$ cat config.mk
export PLATFORM = sky130hd
export DESIGN_NAME = aibnd_sync_filt_flat
export DESIGN_NICKNAME = d
export VERILOG_FILES = /design/src/rtl/aibnd_sync_filt_if.sv /design/src/rtl/aibnd_sync_filt.sv /design/src/flat_wrapper.sv
export SDC_FILE = /design/constraint.sdc
export NUM_CORES = 1
export LEC_CHECK = 0
export ABC_AREA = 1
export CORE_MARGIN = 5
export CORE_UTILIZATION = 64
export DETAILED_ROUTE_END_ITERATION = 6
export DONT_BUFFER_PORTS = 1
export HOLD_SLACK_MARGIN = 0.03
export PLACE_DENSITY_LB_ADDON = 0.12
export SYNTH_ARGS = -nofsm -noshare
export SYNTH_HDL_FRONTEND = slang
export SYNTH_SLANG_ARGS = --single-unit
$ cat constraint.sdc
create_clock -name clk -period 3.1 [get_ports clk]
set_clock_uncertainty 0.1 [all_clocks]
set_input_delay 0.155 -clock clk [delete_from_list [all_inputs] [get_ports clk]]
set_output_delay 0.155 -clock clk [all_outputs]
set_load 0.01 [all_outputs]
$ cat src/rtl/aibnd_sync_filt_if.sv
// Event/level bus between the deglitch filter and its consumer.
// The master side drives the synchronized level and controls and receives the filtered results.
interface aibnd_sync_filt_if #(
  parameter int unsigned CNT_W = 8
);
  logic             sync_in;
  logic             filt_en;
  logic             cnt_clr;
  logic             evt_ack;
  logic             lvl_out;
  logic             rise_pls;
  logic             fall_pls;
  logic             evt_vld;
  logic             evt_edge;
  logic             evt_ovf;
  logic [CNT_W-1:0] evt_cnt;

  modport master (
    output sync_in, filt_en, cnt_clr, evt_ack,
    input  lvl_out, rise_pls, fall_pls, evt_vld, evt_edge, evt_ovf, evt_cnt
  );

  modport slave (
    input  sync_in, filt_en, cnt_clr, evt_ack,
    output lvl_out, rise_pls, fall_pls, evt_vld, evt_edge, evt_ovf, evt_cnt
  );
endinterface

$ cat src/rtl/aibnd_sync_filt.sv
// Deglitch filter and edge-event capture stage for the AIB scan synchronizer output.
// A new level must hold for FILT_CYC samples before it is accepted; each accepted flip
// produces a pulse, bumps a saturating counter and is posted to a valid/ack event register.
module aibnd_sync_filt #(
  parameter int unsigned FILT_CYC = 4,
  parameter int unsigned CNT_W    = 8,
  parameter logic        RST_VAL  = 1'b0
) (
  input  logic             clk,
  input  logic             rb,
  aibnd_sync_filt_if.slave bus
);

  localparam logic [CNT_W-1:0] CntMax = {CNT_W{1'b1}};
  localparam logic [7:0]       ThrFilt = 8'(FILT_CYC - 1);

  logic             lvl_q,  lvl_d;
  logic [7:0]       stab_q, stab_d;
  logic             rise_q, rise_d;
  logic             fall_q, fall_d;
  logic             vld_q,  vld_d;
  logic             edge_q, edge_d;
  logic             ovf_q,  ovf_d;
  logic [CNT_W-1:0] cnt_q,  cnt_d;

  logic [7:0]       thr;
  logic             differs;
  logic             flip;
  logic             drop;
  logic [CNT_W-1:0] cnt_base;

  // Stability threshold; bypass is equivalent to a one-sample filter.
  always_comb begin
    thr     = bus.filt_en ? ThrFilt : 8'd0;
    differs = (bus.sync_in != lvl_q);
    flip    = differs && (stab_q >= thr);
    drop    = flip && vld_q && !bus.evt_ack;
  end

  // Filter next state: any sample matching the current level discards a partial count.
  always_comb begin
    lvl_d  = lvl_q;
    stab_d = 8'd0;
    if (flip) begin
      lvl_d  = bus.sync_in;
      stab_d = 8'd0;
    end else if (differs) begin
      stab_d = stab_q + 8'd1;
    end
  end

  // Registered edge pulses, aligned with the new filtered level.
  always_comb begin
    rise_d = flip && bus.sync_in;
    fall_d = flip && !bus.sync_in;
  end

  // Event register: an unacknowledged pending event wins over a new one.
  always_comb begin
    vld_d  = vld_q;
    edge_d = edge_q;
    if (flip) begin
      if (!vld_q || bus.evt_ack) begin
        vld_d  = 1'b1;
        edge_d = bus.sync_in;
      end
    end else if (vld_q && bus.evt_ack) begin
      vld_d = 1'b0;
    end
  end

  // Saturating event counter; a clear coinciding with a flip leaves a count of one.
  always_comb begin
    cnt_base = bus.cnt_clr ? '0 : cnt_q;
    cnt_d    = cnt_base;
    if (flip && (cnt_base != CntMax)) begin
      cnt_d = cnt_base + 1'b1;
    end
    ovf_d = (ovf_q && !bus.cnt_clr) || drop;
  end

  // State registers with synchronous active-low reset.
  always_ff @(posedge clk) begin
    if (!rb) begin
      lvl_q  <= RST_VAL;
      stab_q <= 8'd0;
      rise_q <= 1'b0;
      fall_q <= 1'b0;
      vld_q  <= 1'b0;
      edge_q <= 1'b0;
      ovf_q  <= 1'b0;
      cnt_q  <= '0;
    end else begin
      lvl_q  <= lvl_d;
      stab_q <= stab_d;
      rise_q <= rise_d;
      fall_q <= fall_d;
      vld_q  <= vld_d;
      edge_q <= edge_d;
      ovf_q  <= ovf_d;
      cnt_q  <= cnt_d;
    end
  end

  // Every output is a flop output.
  assign bus.lvl_out  = lvl_q;
  assign bus.rise_pls = rise_q;
  assign bus.fall_pls = fall_q;
  assign bus.evt_vld  = vld_q;
  assign bus.evt_edge = edge_q;
  assign bus.evt_ovf  = ovf_q;
  assign bus.evt_cnt  = cnt_q;

endmodule

$ cat src/flat_wrapper.sv
// flat-port wrapper written by rule: the top's interface ports become plain ports
module aibnd_sync_filt_flat 
#(
  parameter int unsigned FILT_CYC = 4,
  parameter int unsigned CNT_W    = 8,
  parameter logic        RST_VAL  = 1'b0
)
  (clk, rb, bus_sync_in, bus_filt_en, bus_cnt_clr, bus_evt_ack, bus_lvl_out, bus_rise_pls, bus_fall_pls, bus_evt_vld, bus_evt_edge, bus_evt_ovf, bus_evt_cnt);
  aibnd_sync_filt_if #(.CNT_W(CNT_W)) bus_i ();
  input  logic clk;
  input  logic rb;
  input wire logic [$bits(bus_i.sync_in)-1:0] bus_sync_in;
  input wire logic [$bits(bus_i.filt_en)-1:0] bus_filt_en;
  input wire logic [$bits(bus_i.cnt_clr)-1:0] bus_cnt_clr;
  input wire logic [$bits(bus_i.evt_ack)-1:0] bus_evt_ack;
  output wire logic [$bits(bus_i.lvl_out)-1:0] bus_lvl_out;
  output wire logic [$bits(bus_i.rise_pls)-1:0] bus_rise_pls;
  output wire logic [$bits(bus_i.fall_pls)-1:0] bus_fall_pls;
  output wire logic [$bits(bus_i.evt_vld)-1:0] bus_evt_vld;
  output wire logic [$bits(bus_i.evt_edge)-1:0] bus_evt_edge;
  output wire logic [$bits(bus_i.evt_ovf)-1:0] bus_evt_ovf;
  output wire logic [$bits(bus_i.evt_cnt)-1:0] bus_evt_cnt;
  assign bus_i.sync_in = bus_sync_in;
  assign bus_i.filt_en = bus_filt_en;
  assign bus_i.cnt_clr = bus_cnt_clr;
  assign bus_i.evt_ack = bus_evt_ack;
  assign bus_lvl_out = bus_i.lvl_out;
  assign bus_rise_pls = bus_i.rise_pls;
  assign bus_fall_pls = bus_i.fall_pls;
  assign bus_evt_vld = bus_i.evt_vld;
  assign bus_evt_edge = bus_i.evt_edge;
  assign bus_evt_ovf = bus_i.evt_ovf;
  assign bus_evt_cnt = bus_i.evt_cnt;
  aibnd_sync_filt #(.FILT_CYC(FILT_CYC), .CNT_W(CNT_W), .RST_VAL(RST_VAL)) u_core (.clk(clk), .rb(rb), .bus(bus_i));
endmodule
# Yosys cells after proc, flatten, opt, wreduce, memory -nomap -nowiden
# Index checks and enable logic that the tools add are counted.
# op_classes
n_mux	6
n_lt_le_gt_ge	1
bitwise	2
eq_ne	3
n_addsub	2
reduce_logical	18
# ops
op	n
$add 8x1->8 const B	2
$mux 8	2
$ge 8x8->1	1
$logic_and 1x1->1	8
$ne 8x8->1 const B	1
$logic_not 1->1	4
$reduce_and 2->1	2
$mux 1	3
$reduce_or 3->1	1
$logic_or 1x1->1	2
$mux 2	1
$ne 2x2->1 const B	1
$not 1->1	2
$reduce_bool 2->1	1
$ne 1x1->1	1
# totals
inputBits	6
elab_cells	40
reg_bits	22
output_inout_bits	14

# Logic depth before layout (Yosys ltp)
# logic_depth
word_depth	6
mapped_depth	12
ltp_nobuf	11

# Least setup slack after synthesis
# No wires, ideal clock.
# synth_path
path_type	register to register
start	register u_core.cnt_q[0], in the netlist u_core.bus.evt_cnt[0]
end	register u_core.cnt_q[3], in the netlist u_core.bus.evt_cnt[3]
path_slack_ns	1.498
setup_time_ns	0.131
path_stages_with_launch	11
synth_period_minus_slack_ns	1.602
path_buffers	0
required_ns	2.869
arrival_ns	1.372
path_cell_list	dfxtp_1 > nand2_1 > inv_1 > ha_1 > nand2_1 > nor2_1 > nand2_1 > nor2_1 > nor2_4 > nand2_1 > a21oi_2
# synth_between
elab_chain_len	4
elab_cells_between_ends	5
classes_between	add/sub: 1; eq/ne: 1; mux: 2; reduce/logical: 1
# synth_rtl
item	line	source
start, declared	aibnd_sync_filt.sv:24	logic [CNT_W-1:0] cnt_q, cnt_d;
start signal, assigned	aibnd_sync_filt.sv:101	cnt_q <= cnt_d;
$mux 8 *	aibnd_sync_filt.sv:74	cnt_base = bus.cnt_clr ? '0 : cnt_q;
branches (longest 2 deep; another with $add 8x1->8)	--	
$mux 8 *	aibnd_sync_filt.sv:76	if (flip && (cnt_base != CntMax)) begin
# Mark *: on every way between the ends.
# A chain may end at the register's enable or synchronous reset.

# Final worst setup path
# layout_path
start	register u_core.stab_q[0]
end	register u_core.ovf_q, in the netlist u_core.bus.evt_ovf
# layout_between
elab_chain_len	5
# layout_rtl
item	line	source
start, declared	aibnd_sync_filt.sv:18	logic [7:0] stab_q, stab_d;
start signal, assigned	aibnd_sync_filt.sv:95	stab_q <= stab_d;
$ge 8x8->1	aibnd_sync_filt.sv:36	flip = differs && (stab_q >= thr);
$logic_and 1x1->1	aibnd_sync_filt.sv:36	
$logic_and 1x1->1 (2 in a row)	aibnd_sync_filt.sv:37	drop = flip && vld_q && !bus.evt_ack;
$logic_or 1x1->1	aibnd_sync_filt.sv:79	ovf_d = (ovf_q && !bus.cnt_clr) || drop;
end signal, assigned	aibnd_sync_filt.sv:100	ovf_q <= ovf_d;
end, declared	aibnd_sync_filt.sv:23	logic ovf_q, ovf_d;
# Every way passes these cells.

==> metrics.md <==
| Metric | Value |
|---|---|
| Outcome | finished, final reports clean |
| Initial antenna violation count | 0 |
| Most Used Layer, Global Route | met2 |
| Met3 Use GR | 0.0503 |
| Ys Warns | 0 |
| Full die area | 2570 um2 |
| Commonest non-fill, non-tap cells in the layout | nand2_1 (40), inv_1 (27), dfxtp_1 (22) |
| CTS tree | built |
| Num Clock Sinks | 22 |
| Max Cap Viol | 0 |
| Wire per inst | 12.2 um |
| Buffers on Ports | 0 |
| Static leakage | 0.573 nW |
| Adder-cell share of the synthesized area | 0.0472 |
| Wire length of the first global-routing pass | 3900 um |
| Nature of the critical path startpoint | register |
| Hold Vio Cnt, Final | 0 |
| Achievable Freq | 481 MHz |
| Simple-Gate Fraction of Synth Area | 0.300 |
| Most common cell after layout, fill and taps aside | nand2_1 |
| Synth area leaders | dfxtp_1 (42%), nand2_1 (14%), inv_1 (9.6%), nor2_1 (5.0%), a21oi_1 (4.7%) |
| CP required | 3210 ps |
| CP Max Fanout | 5 |
| Final setup viols | 0 |
| Routed Antenna Nets | 0 |
| Final worst path period share | 0.671 |
| WL final | 2120 um |
| Vias per inst | 5.17 |
| Die Y | 50.7 um |
| Root Driver | clkbuf_4 |
| Total Power | 0.000579 W |
| Synth Register Bits | 22 |
| DRC | 0 |
| Syn_area_per_cell | 7.21 um2 |
| Initial DRC count | 10 |
| Routing usage on met2 | 0.306 |
| DP Worst Slack | 1320 ps |
| Detailed Place HPWL | 1440 um |
| IO Pins | 20 |
| CP arrival | 2190 ps |
| Syn Inst Count | 147 |
| Post-synthesis mux area share | 0 |
| Grt total ovfl | 0 |
| Post-CTS setup buffer count | 0 |
| Die span in x | 50.7 um |
| Fraction of layout cells with a size suffix above 1 | 0.0886 |
| Synth area leader | dfxtp_1 |
| Kind of critical path | reg -> reg |
| Nets | 169 |
| Synth Area in Compound Gates | 0.0602 |
| GPL Wtd Cong | 0.784 |
| Overall track demand over capacity in global routing | 0.188 |
| Fin. max-slew vios | 0 |
| Post-synthesis sequential area ratio | 0.416 |
| Pin count of the biggest net entering global routing | 15 |
| Post-Synth XOR/XNOR Area | 0.0567 |
| Layout area overhead | 11.6% |
| Antenna Cells | 0 |
| Worst VDD drop | 0.393 mV |
| Via count | 899 |
| Clock-pin slew on the worst setup and hold paths | 120 ps |
| Final worst setup slack | 1020 ps |
| Combinational family with the most area after synthesis | simple AND/OR/NAND/NOR gates |
| Fin util | 0.767 |
| Worst Setup End Kind | register |
| Filler Cell Count | 134 |
| GR Util met1 | 0.235 |
| Total core area | 1540 um2 |
| Unrepaired setup endpoints after global routing | false |
| Clk_lat worst skew | 310 ps |
| Setup TNS Final | 0 ps |
| Hold Path Class | in -> reg |
| Initial core utilization | 0.687 |
| H-Tree Depth | 1 |
| Post-synth top area share | 0.416 |
| Drt first pass iters | 6 |
| Std cell rows | 14 |
| # resized after CTS | 0 |
| CTS Buffer Depth | 2 |
| Area of the mapped netlist | 1060 um2 |
| Cell Pwr Density | 490 nW/um2 |
| Yosys cell types | 24 |
| Tmin final | 2080 ps |
| Vias in the first global route | 906 |
| Num CTS Buffers | 3 |
-- metal layers --
layer | wire length (um) | vias up
met4 | 52 | 0
met2 | 997 | 30
met3 | 179 | 6
li1 | - | 460
met1 | 885 | 403
met5 | 0 | -
-- repair_timing --
| item | in CTS | in global routing |
|---|---|---|
| endpoints found under the setup margin | 0 | 0 |
| hold endpoints to repair | 10 | 0 |
| hold buffers | 5 | 0 |
-- worst paths after layout --
path	from	to	slack [ps]	cells after the start
max	u_core.stab_q[0]	u_core.bus.evt_ovf	1020	11
min	bus_sync_in	u_core.bus.evt_cnt[2]	50	3
max reg2reg	u_core.stab_q[0]	u_core.bus.evt_ovf	1020	11
min reg2reg	u_core.stab_q[0]	u_core.stab_q[0]	360	1
-- cells by family (layout without fill, tap and decap cells) --
logic type | count (synthesis) | after routing
XOR/XNOR | 6 | 6
adder cells (fa/ha/maj) | 4 | 4
flip-flops | 22 | 22
buffers and inverters | 31 | 38
other | 1 | 5
AND/OR/NAND/NOR | 71 | 71
AO/OA/AOI/OAI | 12 | 12
-- cell usage after synthesis (all sizes together) --
| cell type | count |
|---|---|
| nand3b | 1 |
| nor3 | 1 |
| conb | 1 |
| nor2 | 16 |
| o21ai | 1 |
| nand3 | 9 |
| inv | 29 |
| dfxtp | 22 |
| nand4 | 2 |
| xnor2 | 2 |
| xor2 | 4 |
| buf | 1 |
| a21oi | 11 |
| ha | 4 |
| nand2 | 42 |
| clkbuf | 1 |
-- per-stage QoR --
stage                     area, um2  std cells  hold slack, ps
final                          1180        174            46.0
after global routing           1180        174            59.2
after CTS                      1180        174            36.6
after detailed placement       1080        165             143
after global placement         1080        165             141
after floorplan                1070        151             134
-- registers in the layout (all words and copies together), names as in the netlist --
register	flops
u_core.stab_q	8
u_core.bus.evt_vld	1
u_core.bus.evt_ovf	1
u_core.bus.fall_pls	1
u_core.bus.lvl_out	1
u_core.bus.evt_cnt	8
u_core.bus.evt_edge	1
u_core.bus.rise_pls	1
-- worst max-delay path, cell delays in order (launching register included) --
cell and delay [ps]:
dfxtp_1 370, inv_1 60, ha_1 260, inv_1 50, nand2_1 50, nand2_1 70, nand3_2 150, nand2_4 140
inv_2 40, nand2_1 60, a21oi_1 60, dlygate4sd3_1 570
-- report_power, final --
group / switching (W) / internal, W
clock: 0.0000882 / 0.000131
combinational: 0.0000353 / 0.0000189
sequential: 0.0000110 / 0.000295
-- layout make-up --
type | instances | area [um2] | area share
inverters | 29 | 109 | 0.0921
clock inverters | 1 | 30.0 | 0.0254
well taps | 16 | 20.0 | 0.0169
repair buffers | 5 | 50.0 | 0.0423
clock buffers | 3 | 22.5 | 0.0190
multi-input cells | 98 | 510 | 0.432
flip-flops and latches | 22 | 440 | 0.372
(Power assumes the default switching activity.)
